### src/rtl/key_conditioner.sv
// Push-button conditioner: 2-flop synchronizer, per-button counter debounce,
// debounced level plus single-cycle press/release strobes (maskable).
//
// Effective per-button states (derived from pressed_q and cnt_q, no separate state register):
//   state      | meaning
//   IDLE_UP    | released, raw agrees, cnt = 0
//   COUNT_DOWN | released, raw shows pressed, counting toward acceptance
//   HELD       | pressed, raw agrees, cnt = 0
//   COUNT_UP   | pressed, raw shows released, counting toward acceptance
module key_conditioner #(
  parameter int N_BTN           = 3,
  parameter int DEBOUNCE_CYCLES = 500000,
  parameter int CNT_W           = 20
) (
  input  logic             Clk,
  input  logic             Reset,
  input  logic [N_BTN-1:0] key_n,
  input  logic [N_BTN-1:0] mask,
  output logic [N_BTN-1:0] pressed,
  output logic [N_BTN-1:0] press_pulse,
  output logic [N_BTN-1:0] release_pulse
);

  localparam logic [CNT_W-1:0] CNT_LAST = CNT_W'(DEBOUNCE_CYCLES - 1);

  logic [N_BTN-1:0] s1_q, s1_d;
  logic [N_BTN-1:0] s2_q, s2_d;
  logic [N_BTN-1:0] pressed_q, pressed_d;
  logic [N_BTN-1:0] press_q, press_d;
  logic [N_BTN-1:0] release_q, release_d;
  logic [CNT_W-1:0] cnt_q [N_BTN];
  logic [CNT_W-1:0] cnt_d [N_BTN];
  logic [N_BTN-1:0] raw_p;

  always_comb begin
    s1_d      = key_n;
    s2_d      = s1_q;
    raw_p     = ~s2_q;
    pressed_d = pressed_q;
    press_d   = '0;
    release_d = '0;
    for (int i = 0; i < N_BTN; i++) begin
      // Any agreement with the accepted level clears the count, so bounces never accumulate.
      cnt_d[i] = '0;
      if (raw_p[i] != pressed_q[i]) begin
        if (cnt_q[i] == CNT_LAST) begin
          pressed_d[i] = raw_p[i];
          press_d[i]   = raw_p[i] & ~mask[i];
          release_d[i] = ~raw_p[i] & ~mask[i];
        end else begin
          cnt_d[i] = cnt_q[i] + 1'b1;
        end
      end
    end
  end

  always_ff @(posedge Clk) begin
    if (Reset) begin
      s1_q      <= '1;
      s2_q      <= '1;
      pressed_q <= '0;
      press_q   <= '0;
      release_q <= '0;
      for (int i = 0; i < N_BTN; i++) cnt_q[i] <= '0;
    end else begin
      s1_q      <= s1_d;
      s2_q      <= s2_d;
      pressed_q <= pressed_d;
      press_q   <= press_d;
      release_q <= release_d;
      for (int i = 0; i < N_BTN; i++) cnt_q[i] <= cnt_d[i];
    end
  end

  assign pressed       = pressed_q;
  assign press_pulse   = press_q;
  assign release_pulse = release_q;

endmodule

### config.mk
export PLATFORM = sky130hd
export DESIGN_NAME = key_conditioner
export DESIGN_NICKNAME = d
export VERILOG_FILES = /design/src/rtl/key_conditioner.sv
export SDC_FILE = /design/constraint.sdc
export NUM_CORES = 1
export LEC_CHECK = 0
export ABC_AREA = 1
export BUFFER_PORTS_ARGS = -buffer_cell sky130_fd_sc_hd__buf_2
export CAP_MARGIN = 20
export CORE_MARGIN = 3
export CORE_UTILIZATION = 30
export DETAILED_ROUTE_END_ITERATION = 10
export PLACE_DENSITY = 0.45
export SLEW_MARGIN = 10
export SYNTH_ARGS = -nofsm -noshare
export SYNTH_HDL_FRONTEND = slang
export SYNTH_SLANG_ARGS = --single-unit
### constraint.sdc
create_clock -name Clk -period 1.9 [get_ports Clk]
set_input_delay 0.19 -clock Clk [delete_from_list [all_inputs] [get_ports Clk]]
set_output_delay 0.19 -clock Clk [all_outputs]
set_load 0.05 [all_outputs]
==> flow_metrics.env, run 1 <==
export IMPL_seq_area_um2=1500
export IMPL_layout_drive_gt1_share=0.126
export IMPL_rr_worst_depth=7
export IMPL_start_kind="flip-flop"
export IMPL_dp_hpwl_mm=5.96
export IMPL_synth_top_area_share=0.415
export IMPL_setup_ws_ns=0.337
export IMPL_powerDensity_nw_per_um2=854
export IMPL_drc=0
export IMPL_use_met2=0.195
export IMPL_leakage_uw=0.00129
export IMPL_via_count=3064
export IMPL_fill_cells=1258
export IMPL_drt_iter0_drc=126
export IMPL_layout_common_cells="nor2_1 (130), nand2_1 (112), dfxtp_1 (75)"
export IMPL_finalHoldViolCount=0
export IMPL_netlist_top_cells_area="dfxtp_1 (42%), nor2_1 (13%), nand2_1 (12%)"
export IMPL_cts_htree_levels=3
export IMPL_clock_root_buffer="clkbuf_16"
export IMPL_drv_cap=0
export IMPL_syn_area_per_cell_um2=7.06
export IMPL_clkSinkCount=75
export IMPL_grt_max_degree=21
export IMPL_required_ns=2.12
export IMPL_start_util=0.311
export IMPL_p_clk_frac=0.545
export IMPL_holdCritStartpoint="key_n[2]"
export IMPL_grt_pass1_wl_mm=13.4
export IMPL_rrSetupSlack_ns=0.34
export IMPL_min_path_type="in2reg"
export IMPL_fmax_mhz=640
export IMPL_ys_seq_area_frac=0.415
export IMPL_fin_tns_setup_ns=0
export IMPL_yosys_register_bits=75
export IMPL_grt_setup_unrepaired="false"
export IMPL_insertedDiodeCount=0
export IMPL_cp_end_kind="flip-flop"
export IMPL_setup_violations=0
export IMPL_worst_setup_path_type="reg2reg"
export IMPL_preCtsSetupSlack_ns=0.321
export IMPL_wl_mm=7.90
export IMPL_groute_layer_met3_usage=0.0355
export IMPL_synthCells=512
export IMPL_wl_per_cell_um=11.6
export IMPL_worst_pin_slew_ns=0.409
export IMPL_maxSlewHeadroom=0.726
export IMPL_top_usage_layer="met2"
export IMPL_synth_area_um2=3620
export IMPL_period_share=0.823
export IMPL_clkLatencyLatePin_ns=0.33
export IMPL_grt_overflow_total=0
export IMPL_clockBufferDepth=2
export IMPL_syn_nets=523
export IMPL_outcome="finished, final reports clean"
export IMPL_path_max_fanout=20
export IMPL_nNetsFinal=547
export IMPL_die_w_um=116
export IMPL_synth_top_area_cell="dfxtp_1"
export IMPL_whs_ns=0.0409
export IMPL_switching_share=0.197
export IMPL_synth_cell_types=26
export IMPL_slew_viol_final=0
export IMPL_p_sw_uw=703
export IMPL_sequentialPowerShare=0.443
export IMPL_first_global_vias=2916
export IMPL_use_met1=0.173
export IMPL_numPortBuffers=16
export IMPL_final_common_cell="nor2_1"
export IMPL_grt_use_total=0.128
export IMPL_num_rows=39
export IMPL_p_int_uw=2880
export IMPL_antenna_found_initial=0
export IMPL_post_cts_resized=0
export IMPL_yosysWarnings=0
export IMPL_gp_congestion=0.819
export IMPL_area_growth_pct=15.9
export IMPL_power_frac_comb=0.012
export IMPL_antenna_left=0
export IMPL_holdPathEnd="s1_q[2]"
export IMPL_clk_pin_slew_worst_paths_ns=0.06
export IMPL_holdPathStages=2
export IMPL_dieHeight_um=116
export IMPL_ctsHoldBuffers=0
export IMPL_multi_input_area_um2=1920
export IMPL_cts_buffers=9
export IMPL_crit_arrival_ns=1.78
export IMPL_ioPinCount=17
export IMPL_r2r_end="cnt_q[0][29]"
export IMPL_die_area_um2=13400
export IMPL_firstDrtPassIters=4
export IMPL_core_area_um2=11600
export IMPL_fin_util=0.361
export IMPL_cts_setup_buffers=0
export IMPL_via_per_inst=4.48
export IMPL_fin_crit_ns=1.56
export IMPL_r2r_start="cnt_q[0][20]"
export IMPL_fin_skew_ns=0.00499
export IMPL_peakVddDrop_uv=420
export IMPL_cts_tree="done"
## worst max-delay path, cell delays in order, from the launching register on
cell and delay [ns]:
dfxtp_1 0.38, ha_1 0.26, nand3_2 0.14, nor2_1 0.17, nand3_1 0.11, nand2_1 0.07
buf_4 0.23, nor2_1 0.08
## state kept, by name, summed over array words and instances (netlist names)
| name | count |
|---|---|
| cnt_q | 60 |
| press_pulse | 3 |
| pressed | 3 |
| release_pulse | 3 |
| s1_q | 3 |
| s2_q | 3 |
## Yosys cell counts
cell type    n
a21oi_1     19
xor2_1      18
buf_4        2
nor3_1       8
nor3b_1      1
nand4_1      8
o21bai_1     2
clkbuf_1     1
or2_2        9
nand2_2      4
nor2_1     130
nand3_1     35
xnor2_1     17
nor2_4       2
buf_6        2
nor2_2      10
nand3b_1     2
ha_1         3
nand3_2      6
nand2_1    112
nand2_4      2
o21ai_0      1
inv_2        1
or2_0        3
dfxtp_1     75
inv_1       39
## per-layer routing
metal / wire (um) / vias up
met1: 4170 / 1369
met5: 0 / -
met4: 121 / 0
li1: - / 1652
met2: 3310 / 33
met3: 299 / 10
## stage by stage
stage / std cells / area (um^2) / power [uW]
floorplan: 512 / 3620 / 1650
global placement: 668 / 3850 / 1660
detailed placement: 668 / 3850 / 1660
CTS: 684 / 4190 / 3640
global route: 684 / 4190 / 3690
finish: 684 / 4190 / 3580
## worst max-delay path by stage
| stage | from | to | slack, ns |
|---|---|---|---|
| 3_3_place_gp | cnt_q[0][20] | cnt_q[0][29] | 0.38 |
| 2_1_floorplan | pressed[0] | cnt_q[0][16] | 0.50 |
| 3_5_place_dp | cnt_q[0][20] | cnt_q[0][29] | 0.32 |
| 4_1_cts | cnt_q[0][20] | cnt_q[0][29] | 0.31 |
| 6_report | cnt_q[0][20] | cnt_q[0][29] | 0.34 |
| 5_1_grt | cnt_q[0][20] | cnt_q[0][29] | 0.14 |
## final cells by class
cell class                 instances  area share
clock inverter                     7      0.0278
inverter                          40      0.0358
sequential                        75       0.358
clock buffer                       9      0.0537
timing repair buffer              18      0.0227
multi-input combinational        392       0.459
tap                              143      0.0427
## logic make-up (layout without fill, tap and decap cells)
logic type / after synthesis / count (layout) / synth area share
compound gates: 22 / 22 / 0.0318
fa+ha+maj: 3 / 3 / 0.0104
simple gates: 332 / 332 / 0.405
buf+inv: 45 / 74 / 0.0529
flops: 75 / 75 / 0.415
xor+xnor: 35 / 35 / 0.0848
## power groups by stage
stage | sequential [uW] | clock (uW) | combinational [uW]
after floorplan | 1620 | 0 | 27.6
after global placement | 1620 | 0 | 43.0
after detailed placement | 1620 | 0 | 43.3
after CTS | 1590 | 2010 | 43.4
after global routing | 1590 | 2060 | 48.0
final | 1590 | 1950 | 41.9
No activity file was read; power rests on OpenSTA's default activity.
==> run 2, diff against run 1 <==
--- a/config.mk
+++ b/config.mk
@@ -11,7 +11,7 @@
 export CORE_MARGIN = 3
 export CORE_UTILIZATION = 30
 export DETAILED_ROUTE_END_ITERATION = 10
-export PLACE_DENSITY = 0.45
+export PLACE_DENSITY = 0.46
 export SLEW_MARGIN = 10
 export SYNTH_ARGS = -nofsm -noshare
 export SYNTH_HDL_FRONTEND = slang
==> constraint.sdc (replaced) <==
create_clock -name Clk -period 1.28 [get_ports Clk]
set_input_delay 0.128 -clock Clk [delete_from_list [all_inputs] [get_ports Clk]]
set_output_delay 0.128 -clock Clk [all_outputs]
set_load 0.05 [all_outputs]
==> flow_metrics.env, run 2 (synthesized netlist as in run 1, its figures left out) <==
export IMPL_outcome="finished, final reports clean"
export IMPL_dp_hpwl_mm=6.40
export IMPL_area_growth_pct=42.1
export IMPL_start_kind="flip-flop"
export IMPL_p_clk_frac=0.534
export IMPL_whs_ns=0.0571
export IMPL_antenna_found_initial=0
export IMPL_clkLatencyLatePin_ns=0.34
export IMPL_peakVddDrop_uv=804
export IMPL_num_rows=39
export IMPL_path_max_fanout=5
export IMPL_layout_drive_gt1_share=0.379
export IMPL_p_int_uw=4190
export IMPL_cp_end_kind="flip-flop"
export IMPL_antenna_left=0
export IMPL_grt_pass1_wl_mm=15.2
export IMPL_via_count=3403
export IMPL_setup_violations=0
export IMPL_die_area_um2=13400
export IMPL_use_met1=0.187
export IMPL_largest_reg_flops=60
export IMPL_fmax_mhz=785
export IMPL_rr_worst_depth=7
export IMPL_drv_cap=0
export IMPL_dp_cells=723
export IMPL_fill_cells=1207
export IMPL_wl_per_cell_um=12.1
export IMPL_holdPathEnd="release_pulse[1]"
export IMPL_preCtsSetupSlack_ns=-0.0694
export IMPL_clkSinkCount=75
export IMPL_numPortBuffers=16
export IMPL_groute_layer_met3_usage=0.0444
export IMPL_setup_ws_ns=0.00621
export IMPL_min_path_type="in2reg"
export IMPL_fin_crit_ns=1.27
export IMPL_slew_viol_final=0
export IMPL_cts_buffers=9
export IMPL_clock_root_buffer="clkbuf_16"
export IMPL_maxSlewHeadroom=0.820
export IMPL_clk_pin_slew_worst_paths_ns=0.06
export IMPL_via_per_inst=4.52
export IMPL_r2r_start="cnt_q[0][20]"
export IMPL_die_w_um=116
export IMPL_finalHoldViolCount=0
export IMPL_layout_common_cells="nand2_1 (109), nor2_1 (95), buf_4 (60)"
export IMPL_r2r_end="cnt_q[0][30]"
export IMPL_grt_setup_unrepaired="true"
export IMPL_slowest_stage="dfxtp_2"
export IMPL_use_met2=0.234
export IMPL_cts_tree="done"
export IMPL_worst_setup_path_type="reg2reg"
export IMPL_ioPinCount=17
export IMPL_drt_iter0_drc=135
export IMPL_nNetsFinal=616
export IMPL_wl_mm=9.12
export IMPL_seq_area_um2=1560
export IMPL_dieHeight_um=116
export IMPL_drc=0
export IMPL_insertedDiodeCount=0
export IMPL_crit_arrival_ns=1.50
export IMPL_start_util=0.311
export IMPL_grt_use_total=0.146
export IMPL_switching_share=0.202
export IMPL_final_common_cell="nand2_1"
export IMPL_top_register="cnt_q"
export IMPL_path_buf_inv=1
export IMPL_worst_pin_slew_ns=0.270
export IMPL_first_global_vias=3234
export IMPL_grt_max_degree=13
export IMPL_rrSetupSlack_ns=0.006
export IMPL_gp_congestion=0.856
export IMPL_grt_overflow_total=0
export IMPL_finalNonFillerCells=753
export IMPL_cts_htree_levels=3
export IMPL_sequentialPowerShare=0.447
export IMPL_powerDensity_nw_per_um2=1020
export IMPL_holdCritStartpoint="mask[1]"
export IMPL_multi_input_area_um2=2300
export IMPL_p_sw_uw=1060
export IMPL_leakage_uw=0.00168
export IMPL_period_share=0.995
export IMPL_fin_skew_ns=0.00783
export IMPL_firstDrtPassIters=4
export IMPL_path_cells="ha_4, nand3_4, nor2_4, nand3_2, nand2_4, buf_6, nor2_2"
export IMPL_power_frac_comb=0.018
export IMPL_max_stage_delay_ns=0.35
export IMPL_crit_family="simple AND/OR/NAND/NOR gates"
export IMPL_clockBufferDepth=2
export IMPL_holdPathStages=4
export IMPL_top_usage_layer="met2"
export IMPL_core_area_um2=11600
export IMPL_required_ns=1.50
run 2: per-stage QoR:
| step | instance area [um^2] | utilization | total power (uW) | setup TNS [ns] |
|---|---|---|---|---|
| global placement | 4300 | 0.370 | 2470 | -1.58 |
| floorplan | 3660 | - | 2440 | 0 |
| finish | 5140 | 0.443 | 5250 | 0 |
| detailed placement | 4300 | 0.370 | 2470 | -2.22 |
| global route | 5140 | 0.443 | 5440 | -1.85 |
| CTS | 4860 | 0.419 | 5350 | -0.00687 |
run 2: how the worst max path moves through the flow:
stage / startpoint / end / cells after the start
floorplan: cnt_q[0][20] / cnt_q[0][35] / 7
global placement: cnt_q[0][0] / cnt_q[0][16] / 8
detailed placement: cnt_q[0][0] / cnt_q[0][18] / 6
CTS: cnt_q[0][1] / cnt_q[0][15] / 7
global route: cnt_q[0][20] / cnt_q[0][30] / 7
finish: cnt_q[0][20] / cnt_q[0][30] / 7
run 2: power groups by stage:
stage	registers, uW	clock network, uW	logic, uW
after floorplan	2400	0	41.2
after global placement	2410	0	68.3
after detailed placement	2410	0	67.9
after CTS	2350	2900	89.1
after global routing	2350	2990	107
final	2350	2810	95.3
run 2: what timing repair did:
item	CTS	global route
setup buffers	2	5
gates resized for setup	38	87
hold endpoints to repair	3	0
pin swaps	11	30
gates cloned	4	0
hold buffers	3	0
setup endpoints to repair	60	68
run 2: area by class of cell:
cell class | count | area share
flip-flops and latches | 75 | 0.303
repair buffers | 85 | 0.122
well taps | 143 | 0.0348
inverters | 40 | 0.0292
multi-input cells | 394 | 0.447
clock inverters | 4 | 0.0141
clock buffers | 12 | 0.0499
run 2: metal layers:
layer  part of all wire  vias to the layer above
met5                  0                        -
met2               0.47                       30
met4              0.016                        0
met1               0.48                     1565
met3              0.035                       11
li1                   -                     1797
run 2: worst reg2reg max path: cells and delay by family, from the launching register on:
family	cells	cell delay [ns]
and+or+nand+nor	5	0.49
adders and majority gates	1	0.16
buffers and inverters	1	0.15
DFF	1	0.35
